===== src/rtl/fp_pkg.sv =====
// ---------------------------------------------------------------------------
// fp_pkg
// Shared constants and types for the floating-point normalize/round stage.
//   - IEEE-754 single exponent constants (bias, all-ones exponent)
//   - Bit positions inside the 28-bit extended mantissa
//       [27] carry, [26] hidden, [25:3] fraction, [2] G, [1] R, [0] S
//   - Width of the internal signed exponent (two extra bits so that
//     overflow and underflow never wrap)
//   - FSM state encoding and packed constants for infinity / zero
// ---------------------------------------------------------------------------
package fp_pkg;

  localparam int FP_EXP_W = 8;
  localparam int FP_MANT_W = 28;
  localparam int XEXP_W = FP_EXP_W + 2;

  localparam int EXP_BIAS = 127;
  localparam int EXP_MAX = 2 * EXP_BIAS + 1;  // 255, reserved for Inf/NaN

  // Extended mantissa bit positions
  localparam int BIT_CARRY = 27;
  localparam int BIT_HIDDEN = 26;
  localparam int FRAC_HI = 25;
  localparam int FRAC_LO = 3;
  localparam int BIT_G = 2;
  localparam int BIT_R = 1;
  localparam int BIT_S = 0;

  // Signed constants for the internal exponent arithmetic
  localparam logic signed [XEXP_W-1:0] XEXP_ONE = XEXP_W'(1);
  localparam logic signed [XEXP_W-1:0] XEXP_MAX = XEXP_W'(EXP_MAX);

  // Packed result constants (magnitude only for infinity; sign is prepended)
  localparam logic [30:0] INF_MAG = 31'h7F80_0000;
  localparam logic [31:0] POS_ZERO = 32'h0000_0000;

  typedef enum logic [1:0] {
    ST_IDLE  = 2'd0,
    ST_SHIFT = 2'd1,
    ST_ROUND = 2'd2,
    ST_DONE  = 2'd3
  } state_t;

endpackage


===== src/rtl/fp_round_rne.sv =====
// ---------------------------------------------------------------------------
// fp_round_rne
// Combinational round-to-nearest-even for a normalized extended mantissa.
// Ports:
//   mant_i     [26:0]  normalized mantissa (hidden bit at [26]) with G/R/S
//   exp_i      signed  internal exponent before rounding
//   frac_o     [22:0]  rounded fraction field
//   exp_o      [7:0]   exponent field after a possible rounding carry
//   overflow_o         rounded exponent reaches or exceeds 255
// ---------------------------------------------------------------------------
module fp_round_rne
  import fp_pkg::*;
(
  input  logic        [BIT_HIDDEN:0] mant_i,
  input  logic signed [XEXP_W-1:0]   exp_i,
  output logic        [22:0]         frac_o,
  output logic        [FP_EXP_W-1:0] exp_o,
  output logic                       overflow_o
);

  logic                     round_up;
  logic        [24:0]       sum;
  logic signed [XEXP_W-1:0] exp_adj;

  // Round up when above half, or exactly half and the kept LSB is odd.
  assign round_up = mant_i[BIT_G] & (mant_i[BIT_R] | mant_i[BIT_S] | mant_i[FRAC_LO]);

  assign sum = {1'b0, mant_i[BIT_HIDDEN:FRAC_LO]} + {24'b0, round_up};

  // A carry out of the hidden bit means the mantissa became 10.000...;
  // renormalize by one position, which leaves an all-zero fraction.
  assign exp_adj    = exp_i + {{(XEXP_W-1){1'b0}}, sum[24]};
  assign frac_o     = sum[24] ? sum[23:1] : sum[22:0];
  assign exp_o      = exp_adj[FP_EXP_W-1:0];
  assign overflow_o = (exp_adj >= XEXP_MAX);

endmodule


===== src/rtl/fp_normalize_round.sv =====
// ---------------------------------------------------------------------------
// fp_normalize_round
// Post-add stage: normalizes a raw extended-mantissa sum one bit per cycle,
// rounds to nearest-even, detects overflow/underflow and presents a packed
// IEEE-754 single over a valid/ready handshake. One operation in flight.
// Ports:
//   clk, reset            clock, synchronous active-high reset
//   in_valid / in_ready   raw sum handshake (in_ready high only in IDLE)
//   in_sign, in_exp       sign and biased exponent of the raw sum
//   in_mant               extended mantissa: carry, hidden, fraction, G, R, S
//   out_valid / out_ready result handshake
//   result                packed single-precision result
//   overflow, underflow   saturated-to-infinity / flushed-to-zero flags
// ---------------------------------------------------------------------------
module fp_normalize_round
  import fp_pkg::*;
#(
  parameter int MANT_W = FP_MANT_W,
  parameter int EXP_W  = FP_EXP_W
) (
  input  logic              clk,
  input  logic              reset,
  input  logic              in_valid,
  output logic              in_ready,
  input  logic              in_sign,
  input  logic [EXP_W-1:0]  in_exp,
  input  logic [MANT_W-1:0] in_mant,
  output logic              out_valid,
  input  logic              out_ready,
  output logic [31:0]       result,
  output logic              overflow,
  output logic              underflow
);

  state_t                   state_q, state_d;
  logic                     sign_q, sign_d;
  logic signed [XEXP_W-1:0] exp_q, exp_d;
  logic        [MANT_W-1:0] mant_q, mant_d;
  logic                     special_q, special_d;
  logic        [31:0]       result_q, result_d;
  logic                     ovf_q, ovf_d;
  logic                     unf_q, unf_d;

  logic        [22:0]       rnd_frac;
  logic        [EXP_W-1:0]  rnd_exp;
  logic                     rnd_ovf;

  fp_round_rne u_round (
    .mant_i     (mant_q[BIT_HIDDEN:0]),
    .exp_i      (exp_q),
    .frac_o     (rnd_frac),
    .exp_o      (rnd_exp),
    .overflow_o (rnd_ovf)
  );

  // State and datapath registers
  always_ff @(posedge clk) begin
    if (reset) begin
      state_q   <= ST_IDLE;
      sign_q    <= 1'b0;
      exp_q     <= '0;
      mant_q    <= '0;
      special_q <= 1'b0;
      result_q  <= '0;
      ovf_q     <= 1'b0;
      unf_q     <= 1'b0;
    end else begin
      state_q   <= state_d;
      sign_q    <= sign_d;
      exp_q     <= exp_d;
      mant_q    <= mant_d;
      special_q <= special_d;
      result_q  <= result_d;
      ovf_q     <= ovf_d;
      unf_q     <= unf_d;
    end
  end

  // Next-state and datapath update
  always_comb begin
    state_d   = state_q;
    sign_d    = sign_q;
    exp_d     = exp_q;
    mant_d    = mant_q;
    special_d = special_q;
    result_d  = result_q;
    ovf_d     = ovf_q;
    unf_d     = unf_q;

    unique case (state_q)
      ST_IDLE: begin
        if (in_valid) begin
          sign_d = in_sign;
          exp_d  = XEXP_W'(in_exp);
          mant_d = in_mant;
          ovf_d  = 1'b0;
          unf_d  = 1'b0;
          if (&in_exp) begin
            // NaN/Inf pass straight through. Routing it via ROUND (which
            // skips rounding for special operands) gives a two-cycle latency.
            result_d  = {in_sign, {EXP_W{1'b1}}, in_mant[FRAC_HI:FRAC_LO]};
            special_d = 1'b1;
            state_d   = ST_ROUND;
          end else begin
            special_d = 1'b0;
            state_d   = ST_SHIFT;
          end
        end
      end

      ST_SHIFT: begin
        if (mant_q == '0) begin
          result_d = POS_ZERO;
          state_d  = ST_DONE;
        end else if (mant_q[BIT_CARRY]) begin
          // Right shift by one; the bit leaving R is folded into sticky.
          mant_d  = {1'b0, mant_q[MANT_W-1:2], mant_q[BIT_R] | mant_q[BIT_S]};
          exp_d   = exp_q + XEXP_ONE;
          state_d = ST_ROUND;
        end else if (mant_q[BIT_HIDDEN]) begin
          state_d = ST_ROUND;
        end else if (exp_q <= XEXP_ONE) begin
          // No room for another left shift: flush to signed zero.
          result_d = {sign_q, 31'b0};
          unf_d    = 1'b1;
          state_d  = ST_DONE;
        end else begin
          mant_d = {mant_q[MANT_W-2:0], 1'b0};
          exp_d  = exp_q - XEXP_ONE;
        end
      end

      ST_ROUND: begin
        if (!special_q) begin
          if (rnd_ovf) begin
            result_d = {sign_q, INF_MAG};
            ovf_d    = 1'b1;
          end else begin
            result_d = {sign_q, rnd_exp, rnd_frac};
          end
        end
        state_d = ST_DONE;
      end

      ST_DONE: begin
        if (out_ready) begin
          state_d = ST_IDLE;
        end
      end

      default: state_d = ST_IDLE;
    endcase
  end

  // Outputs
  always_comb begin
    in_ready  = (state_q == ST_IDLE);
    out_valid = (state_q == ST_DONE);
    result    = result_q;
    overflow  = ovf_q;
    underflow = unf_q;
  end

endmodule


===== config.mk =====
export PLATFORM = sky130hd
export DESIGN_NAME = fp_normalize_round
export DESIGN_NICKNAME = d
export VERILOG_FILES = /design/src/rtl/fp_pkg.sv /design/src/rtl/fp_round_rne.sv /design/src/rtl/fp_normalize_round.sv
export SDC_FILE = /design/constraint.sdc
export NUM_CORES = 1
export LEC_CHECK = 0
export BUFFER_PORTS_ARGS = -buffer_cell sky130_fd_sc_hd__buf_2
export CORE_MARGIN = 2
export CORE_UTILIZATION = 53
export DETAILED_ROUTE_END_ITERATION = 8
export GPL_TIMING_DRIVEN = 0
export PLACE_DENSITY = 0.75
export SYNTH_ARGS = -nofsm -noshare
export SYNTH_HDL_FRONTEND = slang
export SYNTH_SLANG_ARGS = --single-unit

===== constraint.sdc =====
create_clock -name clk -period 4.45 [get_ports clk]
set_clock_uncertainty 0.1 [all_clocks]
set_input_delay 0.6675 -clock clk [delete_from_list [all_inputs] [get_ports clk]]
set_output_delay 0.6675 -clock clk [all_outputs]
set_load 0.03 [all_outputs]

==> reports/qor_table.md, run 1 <==
| Group | Metric | Value |
|:---|:---|:---|
| synthesis | Post-Synthesis Net Count | 695 |
| critical path | End of the worst register-to-register path | result[14] |
| place | RD Place Congestion | 0.992 |
| cells and area | Area of all sequential standard cells | 0.00152 mm2 |
| grt | Number of global-route vias before repair | 5074 |
| synthesis | Number of register bits inferred by synthesis | 76 |
| die | Area of the die | 0.0101 mm2 |
| critical path | R2R Setup Slk | 210 ps |
| place | PortBufs | 76 |
| cells and area | Total of fill cells in the finished design | 846 |
| sta | Headroom to the max-slew limit | 50.4% |
| clock tree | H-tree Lvls | 3 |
| critical path | Buf/Inv on CP | 5 |
| critical path | Cell chain of the critical path | buf_2 -> nand4_1 -> or3_1 -> or3_1 -> clkbuf_1 -> clkbuf_2 -> inv_1 -> ha_1 -> ha_1 -> nand3_1 -> or3_1 -> a2111oi_4 -> o32ai_4 -> buf_2 -> nand3_1 -> a311oi_1 |
| sta | Period utilization | 95.3% |
| routing | Post-route ant nets | 0 |
| job | Max-capacitance violation count | 0 |
| place | HPWL after detailed placement | 12.4 mm |
| die | Starting Density | 54.0% |
| routing | Total length of routed wires | 16.3 mm |
| critical path | Startpoint of the most critical register-to-register path | mant_q[9] |
| critical path | Largest fanout of any net on the critical path | 10 |
| cells and area | Share of post-route cells with drive strength above 1 | 21.0% |
| cells and area | NumNets Final | 779 |
| critical path | Critical path depth in cells | 16 |
| die | Horizontal die dimension | 101 um |
| sta | F_max | 236 MHz |
| die | Io pins | 77 |
| clock tree | Clock sinks | 76 |
| grt | Wire length of the first global-routing pass | 25.7 mm |
| critical path | Critical Path Source Type | register |
| critical path | Slowest cell on the critical path | sky130_fd_sc_hd__a2111oi_4 |
| sta | Total count of max-transition violations in the final report | 0 |
| sta | Final critical delay including setup and external delays | 4240 ps |
| cells and area | Antenna diodes | 0 |
| grt | Total gr overflow | 0 |
| routing | Via count | 5466 |
| pwr | VDD IR-drop max | 0.000324 V |
| synthesis | Count of flip-flops with a built-in enable after synthesis | 0 |
| sta | Post-route worst setup slack | 207 ps |
| pwr | P_leak | 2.25 nW |
| critical path | Top delay family on crit path | simple AND/OR/NAND/NOR gates |
| synthesis | Predominant post-synthesis flop cell | sky130_fd_sc_hd__dfxtp_1 |
| sta | Final count of hold timing violations | 0 |
| cells and area | Multi-input combinational cell area | 0.00306 mm2 |
| grt | Initial antenna violation count | 0 |
| grt | Pin count of the biggest net entering global routing | 13 |
| sta | Final setup violating endpoints | 0 |
| synthesis | Average footprint of a synthesized cell | 7.68 um2 |
| place | Post-Place Setup Slack | -138 ps |
| routing | Count of unresolved DRC violations after routing | 0 |
| synthesis | Number of standard cells after synthesis | 644 |
| clock tree | Deepest clock path buffer count | 2 |
| synthesis | Fraction of synthesis flops using an asynchronous set or reset pin | 0% |
| routing | Vias per Instance | 6.48 |
| critical path | Depth of the worst register-to-register path | 16 |
| cells and area | Post-layout util | 62.0% |
| critical path | Launching element of the worst setup path | mant_q[9] |
| clock tree | Clock-pin transition on the worst setup and hold timing paths | 90 ps |
| outcome | Outcome | finished clean |
| synthesis | Proportion of synthesized chip area in sequential cells | 30.8% |
| cells and area | Post-synthesis to final-layout area growth | 14.9% |
| routing | Routed length per instance | 19.3 um |
| critical path | Worst endpoint data arrival time | 4370 ps |
| critical path | Data required time of the worst path | 4580 ps |
| synthesis | Count of synthesis-stage warnings from yosys | 0 |
| clock tree | Hold_buf cts | 0 |
| critical path | Critical path endpoint category | register |
| routing | Number of DRC markers after the initial detailed-route iteration | 478 |
| sta | RSZ-0062 raised after global routing | no |
| die | Overall die height | 101 um |
| grt | GR Util All Layers | 32.4% |
| clock tree | Skew-Pair Late Insertion Delay | 360 ps |
| synthesis | Post-synth design cell area | 0.00494 mm2 |
| critical path | Crit-path most repeated cell | sky130_fd_sc_hd__or3_1 |
| sta | Worst-margin pin slew | 744 ps |
| clock tree | Root Driver | sky130_fd_sc_hd__clkbuf_8 |
| clock tree | TritonCTS buffer count | 9 |
| die | Core footprint | 0.00915 mm2 |
| critical path | Type of the worst setup path | reg2reg |
| clock tree | Clock tree from TritonCTS | built |
| pwr | Power per cell area | 861 mW/mm2 |
| worst hold path | Hold Path Class | reg2reg |
| critical path | Crit-path max cell delay | 420 ps |
| routing | Length of the first detailed-routing pass in iterations | 6 |
| pwr | Post-layout total power | 4.89 mW |
| sta | Total negative slack for setup checks | 0 ps |
| critical path | Worst setup endpoint | result[14] |
| synthesis | Unique cell type count in the Yosys netlist | 58 |
| die | Rows | 35 |
[cell usage in the layout (no fill, tap or decap), types with 23 or more instances in the layout]
| master | synthesis | routed |
|---|---|---|
| sky130_fd_sc_hd__and3_1 | 24 | 23 |
| sky130_fd_sc_hd__nand2_1 | 55 | 55 |
| sky130_fd_sc_hd__buf_2 | 20 | 96 |
| sky130_fd_sc_hd__nand3_1 | 32 | 32 |
| sky130_fd_sc_hd__nor2_1 | 92 | 92 |
| sky130_fd_sc_hd__dfxtp_1 | 76 | 74 |
| sky130_fd_sc_hd__a221oi_1 | 23 | 23 |
| sky130_fd_sc_hd__a21oi_1 | 32 | 32 |
| sky130_fd_sc_hd__a211oi_1 | 38 | 38 |
| sky130_fd_sc_hd__clkbuf_1 | 34 | 31 |
[worst register-to-register path, cell delays in order, from the launching register on]
cell,delay (ps)
sky130_fd_sc_hd__dfxtp_1,310
sky130_fd_sc_hd__buf_2,230
sky130_fd_sc_hd__nand4_1,180
sky130_fd_sc_hd__or3_1,400
sky130_fd_sc_hd__or3_1,310
sky130_fd_sc_hd__clkbuf_1,190
sky130_fd_sc_hd__clkbuf_2,220
sky130_fd_sc_hd__inv_1,110
sky130_fd_sc_hd__ha_1,190
sky130_fd_sc_hd__ha_1,230
sky130_fd_sc_hd__nand3_1,170
sky130_fd_sc_hd__or3_1,400
sky130_fd_sc_hd__a2111oi_4,420
sky130_fd_sc_hd__o32ai_4,190
sky130_fd_sc_hd__buf_2,230
sky130_fd_sc_hd__nand3_1,130
sky130_fd_sc_hd__a311oi_1,100
[stage by stage]
stage / instances / area [um2] / hold slack, ps
2_1_floorplan: 644 / 4940 / 337
3_3_place_gp: 831 / 5460 / 344
3_5_place_dp: 831 / 5460 / 360
4_1_cts: 845 / 5670 / 373
5_1_grt: 843 / 5680 / 407
6_report: 843 / 5680 / 386
[routing by layer]
| metal | vias up | part of all wire, % | global-route usage (%) | wire (um) |
|---|---|---|---|---|
| li1 | 2530 | - | - | - |
| met1 | 2507 | 39 | 40.3 | 6340 |
| met2 | 358 | 46 | 53.7 | 7540 |
| met3 | 71 | 9.1 | 4.23 | 1490 |
| met4 | 0 | 5.5 | 18.7 | 886 |
| met5 | - | 0 | 0 | 0 |
[where the power goes]
part | internal [mW] | switching, mW
sequential | 0.991 | 0.262
combinational | 1.08 | 2.04
clock | 0.257 | 0.266
[cells in the mapped netlist (15+ instances only)]
cell                       instances  area [um2]
sky130_fd_sc_hd__and3_1           24         150
sky130_fd_sc_hd__buf_2            20         100
sky130_fd_sc_hd__a21oi_1          32         160
sky130_fd_sc_hd__inv_1            15        56.3
sky130_fd_sc_hd__nand3_1          32         160
sky130_fd_sc_hd__xnor2_1          15         131
sky130_fd_sc_hd__o21ai_0          16        80.1
sky130_fd_sc_hd__a221oi_1         23         201
sky130_fd_sc_hd__dfxtp_1          76        1520
sky130_fd_sc_hd__nor2_1           92         345
sky130_fd_sc_hd__clkbuf_1         34         128
sky130_fd_sc_hd__a211oi_1         38         285
sky130_fd_sc_hd__nand4_1          16         100
sky130_fd_sc_hd__nand2_1          55         206
sky130_fd_sc_hd__nor3_1           17        85.1
[cell type report]
class                           count  share of cell area, %
Multi-Input combinational cell    486                   53.9
Sequential cell                    76                   26.8
Timing Repair Buffer               77                   6.83
Buffer                             61                   5.69
Tap cell                          111                   2.45
Clock buffer                       11                   2.31
Inverter                           17                   1.12
Clock inverter                      4                  0.903
[worst min path at each step]
stage / start / endpoint / slack [ps] / cells past startpoint
floorplan: sign_q / sign_q / 340 / 2
global placement: sign_q / sign_q / 340 / 2
detailed placement: sign_q / sign_q / 360 / 2
CTS: sign_q / sign_q / 370 / 2
global route: sign_q / sign_q / 410 / 2
finish: sign_q / sign_q / 390 / 2
[sequential cells by signal (all words and copies together) (netlist names)]
register,flops
exp_q,10
underflow,1
sign_q,1
state_q,2
overflow,1
special_q,1
mant_q,28
result,32
[repair_timing]
item | CTS | global route
setup buffers | 0 | 1
setup endpoints to repair | 26 | 28
hold endpoints to repair | 0 | 0
pin swaps | 0 | 2
resized for setup | 2 | 9
[cell families after synthesis]
kind of cell             count (synthesis)  share of synthesized area (%)
AND/OR/NAND/NOR                        274                           26.9
buffers and inverters                   82                           8.10
AO/OA/AOI/OAI                          173                           26.4
XOR/XNOR                                25                           4.43
flip-flops                              76                           30.8
adder cells (fa/ha/maj)                 10                           2.53
multiplexers                             4                          0.861
No activity file was read; power rests on OpenSTA's default activity.
==> run 2: changes to the inputs <==
CORE_UTILIZATION = 30   (was 53)
CTS_BUF_LIST = sky130_fd_sc_hd__clkbuf_8   (was unset)
PLACE_DENSITY = unset   (was 0.75)
==> reports/qor_table.md, run 2 (synthesized netlist as in run 1, its figures left out) <==
| Group | Metric | Value | Delta |
|:---|:---|:---|:---|
| outcome | Outcome | finished clean | unchanged |
| critical path | Critical path endpoint category | register | unchanged |
| critical path | Critical Path Source Type | register | unchanged |
| grt | Initial antenna violation count | 0 | unchanged |
| sta | F_max | 237 MHz | was 236 MHz |
| grt | Total gr overflow | 0 | unchanged |
| clock tree | Skew-Pair Late Insertion Delay | 370 ps | was 360 ps |
| sta | Period utilization | 94.8% | was 95.3% |
| sta | Final count of hold timing violations | 0 | unchanged |
| clock tree | Clock sinks | 76 | unchanged |
| worst hold path | Hold Path Class | reg2reg | unchanged |
| clock tree | H-tree Lvls | 3 | unchanged |
| cells and area | Number of flip-flops in the largest register | 32 | unchanged |
| place | Number of placed instances with taps included | 936 | was 831 |
| place | RD Place Congestion | 0.932 | was 0.992 |
| pwr | Net switching power | 2.56 mW | about the same |
| routing | Vias per Instance | 5.55 | was 6.48 |
| pwr | Int Pwr | 2.34 mW | was 2.32 mW |
| sta | Final setup violating endpoints | 0 | unchanged |
| cells and area | Share of post-route cells with drive strength above 1 | 21.2% | was 21.0% |
| pwr | Switching fraction of total power | 52.3% | was 52.4% |
| cells and area | NumNets Final | 779 | unchanged |
| cells and area | Antenna diodes | 0 | unchanged |
| pwr | Power per cell area | 842 mW/mm2 | was 861 mW/mm2 |
| clock tree | TritonCTS buffer count | 9 | unchanged |
| pwr | Clock power frac | 10.8% | was 10.7% |
| clock tree | Hold_buf cts | 0 | unchanged |
| die | Io pins | 77 | unchanged |
| die | Overall die height | 132 um | was 101 um |
| die | Core footprint | 0.0160 mm2 | was 0.00915 mm2 |
| sta | Headroom to the max-slew limit | 48.0% | was 50.4% |
| pwr | Sequential cell fraction of total power | 25.5% | was 25.6% |
| die | Rows | 46 | was 35 |
| routing | Post-route ant nets | 0 | unchanged |
| routing | Number of DRC markers after the initial detailed-route iteration | 591 | was 478 |
| sta | Total count of max-transition violations in the final report | 0 | unchanged |
| grt | Number of global-route vias before repair | 4757 | was 5074 |
| cells and area | Total of fill cells in the finished design | 1785 | was 846 |
| routing | Count of unresolved DRC violations after routing | 0 | unchanged |
| job | Max-capacitance violation count | 0 | unchanged |
| cells and area | Commonest cells after routing, fill and taps aside | sky130_fd_sc_hd__buf_2, sky130_fd_sc_hd__nor2_1, sky130_fd_sc_hd__dfxtp_1 | unchanged |
| grt | GR Util All Layers | 19.7% | was 32.4% |
| clock tree | Deepest clock path buffer count | 2 | unchanged |
| cells and area | Post-layout util | 36.4% | was 62.0% |
| place | PortBufs | 76 | unchanged |
| critical path | Data required time of the worst path | 4570 ps | was 4580 ps |
| clock tree | Root Driver | sky130_fd_sc_hd__clkbuf_8 | unchanged |
| cells and area | Post-synthesis to final-layout area growth | 17.7% | was 14.9% |
| clock tree | Clock tree from TritonCTS | built | unchanged |
| cells and area | Final instance area | 0.00582 mm2 | was 0.00568 mm2 |
| routing | Via count | 5266 | was 5466 |
| die | Area of the die | 0.0175 mm2 | was 0.0101 mm2 |
| routing | Length of the first detailed-routing pass in iterations | 6 | unchanged |
| pwr | P_leak | 2.26 nW | was 2.25 nW |
| grt | Pin count of the biggest net entering global routing | 12 | was 13 |
| place | Placed Area | 0.00559 mm2 | was 0.00546 mm2 |
| die | Starting Density | 30.9% | was 54.0% |
| cells and area | Commonest non-fill, non-tap cell in the layout | sky130_fd_sc_hd__buf_2 | unchanged |
| clock tree | Clock-pin transition on the worst setup and hold timing paths | 90 ps | about the same |
| sta | Final critical delay including setup and external delays | 4220 ps | was 4240 ps |
| cells and area | Non-filler cells, final | 948 | was 843 |
| critical path | Largest fanout of any net on the critical path | 10 | unchanged |
| die | Horizontal die dimension | 132 um | was 101 um |
| sta | Total negative slack for setup checks | 0 ps | unchanged |
| routing | Total length of routed wires | 17.3 mm | was 16.3 mm |
| critical path | Worst endpoint data arrival time | 4340 ps | was 4370 ps |
| sta | Worst-margin pin slew | 780 ps | was 744 ps |
| critical path | Type of the worst setup path | reg2reg | unchanged |
| pwr | VDD IR-drop max | 0.000274 V | was 0.000324 V |
| pwr | Comb pwr share | 63.6% | was 63.7% |
| routing | Routed length per instance | 18.2 um | was 19.3 um |
| place | HPWL after detailed placement | 13.1 mm | was 12.4 mm |
| grt | Wire length of the first global-routing pass | 27.4 mm | was 25.7 mm |
| sta | Final hold slack | 375 ps | was 386 ps |
## run 2: worst paths after layout
kind | start | end | slack [ps] | cells after the start
worst max register to register | mant_q[9] | result[5] | 230 | 16
worst min-delay path | sign_q | sign_q | 380 | 2
worst max-delay path | mant_q[9] | result[5] | 230 | 16
worst min register to register | sign_q | sign_q | 380 | 2
## run 2: stage by stage
step	power, mW	setup WS [ps]
4_1_cts	4.85	9.68
3_3_place_gp	4.31	-102
2_1_floorplan	3.48	640
5_1_grt	5.29	-19.8
6_report	4.90	231
3_5_place_dp	4.31	-168
## run 2: per-layer routing
metal | up-vias | share of wire (%) | GRT usage, %
li1 | 2541 | - | -
met1 | 2487 | 46 | 28.5
met2 | 219 | 45 | 29.9
met3 | 19 | 7.5 | 3.38
met4 | 0 | 1.7 | 6.03
met5 | - | 0 | 0
## run 2: critical path, stage by stage (launching register included)
cell and delay, ps:
sky130_fd_sc_hd__dfxtp_1 310, sky130_fd_sc_hd__buf_2 220, sky130_fd_sc_hd__nand4_1 150, sky130_fd_sc_hd__or3_1 390, sky130_fd_sc_hd__or3_1 310, sky130_fd_sc_hd__clkbuf_1 210
sky130_fd_sc_hd__buf_2 250, sky130_fd_sc_hd__inv_1 100, sky130_fd_sc_hd__ha_1 170, sky130_fd_sc_hd__ha_1 210, sky130_fd_sc_hd__nand3_1 150, sky130_fd_sc_hd__or3_1 400
sky130_fd_sc_hd__a2111oi_4 490, sky130_fd_sc_hd__o32ai_4 190, sky130_fd_sc_hd__buf_2 250, sky130_fd_sc_hd__nand3_1 120, sky130_fd_sc_hd__a211oi_1 70
## run 2: cell type report
type	count	area [um2]	area share, %
plain buffers	61	325	5.59
clock buffers	10	138	2.37
clock inverters	5	46.3	0.796
inverters	17	63.8	1.10
multi-input cells	486	3060	52.6
flip-flops and latches	76	1530	26.2
well taps	216	270	4.64
repair buffers	77	388	6.67
## run 2: power groups by stage
| stage | Combinational [mW] | Clock, mW | Sequential, mW |
|---|---|---|---|
| floorplan | 2.03 | 0 | 1.45 |
| global placement | 3.08 | 0 | 1.23 |
| detailed placement | 3.08 | 0 | 1.23 |
| CTS | 3.07 | 0.539 | 1.24 |
| global route | 3.43 | 0.568 | 1.29 |
| finish | 3.12 | 0.531 | 1.25 |
## run 2: timing repair
action	CTS	global route
hold endpoints to repair	0	0
gates resized for setup	1	13
setup endpoints to repair	26	29
buffers inserted	0	1
pin swaps	0	1
